[src/rtl/dpr_pkg.sv]
// rtl/dpr_pkg.sv - shared types and widths for the dpr host-side access sequencer
package dpr_pkg;

    localparam int DPR_AW     = 10;
    localparam int DPR_DW     = 16;
    localparam int PERR_CNT_W = 8;
    localparam int LAT_CNT_W  = 3;

    typedef enum logic [2:0] {
        ST_IDLE,
        ST_WRITE,
        ST_RD_ADDR,
        ST_RD_WAIT,
        ST_RSP
    } dpr_state_e;

endpackage

[src/rtl/dpr_parity_chk.sv]
// rtl/dpr_parity_chk.sv - even-parity mismatch check on RAM read data
module dpr_parity_chk
    import dpr_pkg::*;
#(
    parameter int DW = DPR_DW
) (
    input  logic [DW-1:0] data,
    input  logic          parity,
    output logic          mismatch
);

    // Even parity: the stored bit must equal the XOR of the data bits.
    assign mismatch = (parity != (^data));

endmodule

[src/rtl/dpr_host_master.sv]
// rtl/dpr_host_master.sv - request/response sequencer driving the dual-port RAM strobes
module dpr_host_master
    import dpr_pkg::*;
#(
    parameter int RD_LAT = 2,
    parameter int AW     = DPR_AW,
    parameter int DW     = DPR_DW
) (
    input  logic                  clk1,
    input  logic                  rst,
    input  logic                  req_valid,
    output logic                  req_ready,
    input  logic                  req_wr,
    input  logic [AW-1:0]         req_addr,
    input  logic [DW-1:0]         req_wdata,
    output logic                  rsp_valid,
    input  logic                  rsp_ready,
    output logic [DW-1:0]         rsp_rdata,
    output logic                  rsp_perr,
    output logic [PERR_CNT_W-1:0] perr_cnt,
    output logic [DW-1:0]         mem_din,
    output logic [AW-1:0]         mem_addr,
    output logic                  mem_wr_en,
    output logic                  mem_rd_en,
    output logic                  mem_blk_sel,
    output logic                  mem_addr_en,
    output logic                  mem_dout_en,
    input  logic [DW-1:0]         mem_dout,
    input  logic                  mem_parity_out
);

    localparam logic [LAT_CNT_W-1:0] LAT_LOAD = LAT_CNT_W'(RD_LAT - 1);
    localparam logic [PERR_CNT_W-1:0] PERR_MAX = '1;

    dpr_state_e             state_q, state_d;
    logic [LAT_CNT_W-1:0]   lat_cnt_q;
    logic [AW-1:0]          addr_q;
    logic [DW-1:0]          din_q;
    logic                   accept;
    logic                   sample;
    logic                   par_mismatch;

    dpr_parity_chk #(.DW(DW)) u_parity_chk (
        .data     (mem_dout),
        .parity   (mem_parity_out),
        .mismatch (par_mismatch)
    );

    // The address/data registers only load on accept, so the RAM pins
    // change only when a new access is launched.
    assign mem_addr = addr_q;
    assign mem_din  = din_q;

    always_comb begin
        state_d     = state_q;
        req_ready   = 1'b0;
        rsp_valid   = 1'b0;
        mem_wr_en   = 1'b0;
        mem_rd_en   = 1'b0;
        mem_blk_sel = 1'b0;
        mem_addr_en = 1'b0;
        mem_dout_en = 1'b0;
        accept      = 1'b0;
        sample      = 1'b0;
        case (state_q)
            ST_IDLE: begin
                req_ready = ~rst;
                if (req_valid) begin
                    accept  = 1'b1;
                    state_d = req_wr ? ST_WRITE : ST_RD_ADDR;
                end
            end
            ST_WRITE: begin
                mem_blk_sel = 1'b1;
                mem_addr_en = 1'b1;
                mem_wr_en   = 1'b1;
                state_d     = ST_IDLE;
            end
            ST_RD_ADDR: begin
                mem_blk_sel = 1'b1;
                mem_addr_en = 1'b1;
                mem_rd_en   = 1'b1;
                state_d     = ST_RD_WAIT;
            end
            ST_RD_WAIT: begin
                mem_blk_sel = 1'b1;
                mem_rd_en   = 1'b1;
                mem_dout_en = 1'b1;
                if (lat_cnt_q == '0) begin
                    sample  = 1'b1;
                    state_d = ST_RSP;
                end
            end
            ST_RSP: begin
                rsp_valid = 1'b1;
                if (rsp_ready) begin
                    state_d = ST_IDLE;
                end
            end
            default: state_d = ST_IDLE;
        endcase
    end

    always_ff @(posedge clk1) begin
        if (rst) begin
            state_q   <= ST_IDLE;
            lat_cnt_q <= '0;
            addr_q    <= '0;
            din_q     <= '0;
            rsp_rdata <= '0;
            rsp_perr  <= 1'b0;
            perr_cnt  <= '0;
        end else begin
            state_q <= state_d;
            if (accept) begin
                addr_q <= req_addr;
                if (req_wr) begin
                    din_q <= req_wdata;
                end
            end
            if (state_q == ST_RD_ADDR) begin
                lat_cnt_q <= LAT_LOAD;
            end else if (state_q == ST_RD_WAIT && lat_cnt_q != '0) begin
                lat_cnt_q <= lat_cnt_q - 1'b1;
            end
            if (sample) begin
                rsp_rdata <= mem_dout;
                rsp_perr  <= par_mismatch;
                if (par_mismatch && perr_cnt != PERR_MAX) begin
                    perr_cnt <= perr_cnt + 1'b1;
                end
            end
        end
    end

endmodule

[config.mk]
export PLATFORM = sky130hd
export DESIGN_NAME = dpr_host_master
export DESIGN_NICKNAME = d
export VERILOG_FILES = /design/src/rtl/dpr_pkg.sv /design/src/rtl/dpr_parity_chk.sv /design/src/rtl/dpr_host_master.sv
export SDC_FILE = /design/constraint.sdc
export NUM_CORES = 1
export LEC_CHECK = 0
export CORE_MARGIN = 2
export CORE_UTILIZATION = 45
export DETAILED_ROUTE_END_ITERATION = 6
export PLACE_DENSITY = 0.88
export SETUP_SLACK_MARGIN = 0.1
export SLEW_MARGIN = 20
export SYNTH_ARGS = -nofsm -noshare
export SYNTH_HDL_FRONTEND = slang
export SYNTH_HIERARCHICAL = 1
export SYNTH_SLANG_ARGS = --single-unit
[constraint.sdc]
create_clock -name clk1 -period 3.5 [get_ports clk1]
set_input_delay 0.35 -clock clk1 [delete_from_list [all_inputs] [get_ports clk1]]
set_output_delay 0.35 -clock clk1 [all_outputs]
set_load 0.05 [all_outputs]
==> results.txt <==
Worst EP arrival: 2.81 ns
Synthesized flop and latch total: 57
Worst setup SP type: input pin
First-pass GRT wire length: 10.5 mm
Clk Latency, worst-skew pair: 0.33 ns
Worst r2r path cells: 7
Pwr/cell area: 547 nW/um^2
Dpl ws: 0.601 ns
Crit path buffers/inverters: 1
Total track usage: 0.220
Num rows: 26
Hold buffer count at CTS: 0
Non-filler cells, final: 473
HP Class: register to register
TritonCTS buffer count: 9
Pre-Repair DR Iteration Count: 4
Syn Nets: 348
Vias in the first global route: 2280
GP Congestion: 0.795
Global Route met1 Usage: 0.266
PortBufs: 105
CP max-delay cell: clkdlybuf4s50_1
Synth area leaders: dfxtp_1, nand2_1, a21oi_1
Crit end category: register
Mapped Area: 2420 um^2
Levels on crit path: 9
Most instantiated cells after synthesis: nand2_1, dfxtp_1, a21oi_1, xnor2_1, nor2_1
Post-CTS sizing: 0
M3 GR Usage: 0.0647
WL/cell: 13.3 um
Max-cap violation count: 0
Worst r2r src: lat_cnt_q[0]$_SDFFE_PP0P_
Final wirelength: 6.30 mm
Max Clock Freq: 391 MHz
Final hold violations: 0
Sequential area share after synthesis: 0.472
Crit path max-delay family: XOR/XNOR gates
Layout area overhead: 54.0%
Worst setup endpoint: perr_cnt[7]$_SDFFE_PP0P_
R2r setup slk: 1.42 ns
Unrepaired setup endpoints after global routing: no
Share of layout cells above drive strength 1: 0.0571
Largest net degree at the start of global routing: 57
Top Ports: 106
Die Height: 77.3 um
DIE WIDTH: 77.3 um
Leak: 1.35 nW
Ys async rst share: 0
Slew margin rel.: 0.456
Endpoints failing setup: 0
Crit path time final: 2.56 ns
H-tree depth: 3
Core Area: 5140 um^2
Period Utilization, post-route: 0.731
DRC Markers: 0
EDFF count, synth: 0
Via count: 2366
Clock buffer depth: 2
Busiest grt layer: met2
CTS Sinks: 57
Main synth FF type: dfxtp_1
Clock root cell: clkbuf_8
Most common cell type on the critical path: xnor2_1
CTS tree: built
Antenna Cells: 0
Die area: 5970 um^2
Clock transition at the registers of the reported paths: 0.06 ns
GR Util met2: 0.359
Crit-path max FO: 4
Vias per cell: 5.00
GR Overflow Total: 0
Initial core utilization: 0.470
Worst EP required: 3.76 ns
Slew Limit Fails: 0
Crit path cell chain: clkdlybuf4s50_1 -> xor2_1 -> xnor2_1 -> xnor3_1 -> xnor2_1 -> and3_1 -> o2111ai_2 -> or3_1 -> a21oi_1
Initial antenna violation count: 0
RR Endpoint: perr_cnt[3]$_SDFFE_PP0P_
Initial DRC Count: 152
Slew @ Worst Pin: 0.811 ns
Synth cell types: 40
Placed Cells: 457
# nets final: 449
Setup TNS: 0 ns
Largest stage delay, worst path: 0.49 ns
Antenna Nets Post-Route: 0
Worst Skew: 0.00596 ns
Post-CTS Repair Setup Buffers: 0
Syn avg cell area: 8.14 um^2
Synth warn: 6
Crit Path Category: input pin to register
Synth Instances: 297
Count leader, synth: nand2_1
Peak VDD IR: 0.274 mV
Top cell type by total area after synthesis: dfxtp_1
Fin Hold WS: 0.451 ns
Pwr Total: 2.04 mW
Setup crit start: mem_dout[3]
Status: complete, no violations
Post-synth top area share: 0.472
HPWL Detailed: 4.47 mm
Final WS setup: 0.943 ns
[cells by family (layout without fill, tap and decap cells)]
group                    Yosys count  count (layout)  share of synthesized area
AO/OA/AOI/OAI                     64              64                      0.151
multiplexers                       2               2                    0.00880
XOR/XNOR                          20              20                     0.0782
flip-flops                        57              57                      0.472
adder cells (fa/ha/maj)            3               3                     0.0155
AND/OR/NAND/NOR                  127             127                      0.228
buffers and inverters             24             130                     0.0466
[flip-flops by register name (all words and copies together) (netlist names)]
| register | cells |
|---|---|
| mem_addr | 10 |
| state_q | 3 |
| mem_din | 16 |
| rsp_rdata | 16 |
| rsp_perr | 1 |
| lat_cnt_q | 3 |
| perr_cnt | 8 |
[how the worst min path moves through the flow]
| stage | from | end | slack (ns) | depth (start not counted) |
|---|---|---|---|---|
| after global routing | rsp_rdata[1]$_SDFFE_PP0P_ | rsp_rdata[1]$_SDFFE_PP0P_ | 0.48 | 2 |
| after global placement | mem_din[15]$_SDFFE_PP0P_ | mem_din[15]$_SDFFE_PP0P_ | 0.44 | 2 |
| after floorplan | lat_cnt_q[0]$_SDFFE_PP0P_ | lat_cnt_q[0]$_SDFFE_PP0P_ | 0.48 | 2 |
| after detailed placement | rsp_rdata[1]$_SDFFE_PP0P_ | rsp_rdata[1]$_SDFFE_PP0P_ | 0.45 | 2 |
| after CTS | mem_din[1]$_SDFFE_PP0P_ | mem_din[1]$_SDFFE_PP0P_ | 0.46 | 2 |
| final | mem_addr[0]$_SDFFE_PP0P_ | mem_addr[0]$_SDFFE_PP0P_ | 0.45 | 2 |
[tightest hold or removal path: cells and delay by family, from the launching register on]
kind            cells  cell delay (ns)
simple gates        1             0.05
compound gates      1             0.05
flops               1             0.31
[placed cells by master (no fill, tap or decap), drive strengths merged, types with 4 or more instances in the layout]
| cell type | Yosys | layout |
|---|---|---|
| dfxtp | 57 | 57 |
| inv | 7 | 7 |
| xnor2 | 14 | 14 |
| a21oi | 48 | 48 |
| xor2 | 5 | 5 |
| nand2 | 91 | 91 |
| nor2 | 13 | 13 |
| clkbuf | 9 | 10 |
| and2 | 4 | 4 |
| o21ai | 4 | 4 |
| or3 | 4 | 4 |
| clkdlybuf4s50 | 0 | 104 |
[layout make-up]
type | instances | area (um^2)
clock buffers | 10 | 138
repair buffers | 107 | 1060
clock inverters | 6 | 105
fillers | 415 | 1420
inverters | 7 | 26.3
well taps | 70 | 87.6
multi-input cells | 216 | 1160
flip-flops and latches | 57 | 1140
[where the power goes]
group          internal (mW)  leakage (nW)  switching [mW]  total, mW
sequential             0.691         0.463          0.0364      0.728
combinational          0.219         0.759           0.346      0.564
clock                  0.488         0.126           0.257      0.745
[through the flow]
stage | util | area, um^2
final | 0.724 | 3720
after global routing | 0.724 | 3720
after CTS | 0.724 | 3720
after detailed placement | 0.677 | 3480
after global placement | 0.677 | 3480
after floorplan | - | 2420
[layer usage]
layer / vias to the layer above / routed length [um]
li1: 1187 / -
met1: 1091 / 2580
met2: 72 / 3170
met3: 16 / 418
met4: 0 / 133
met5: - / 0
Note: power is estimated with default switching activity, not from simulation.
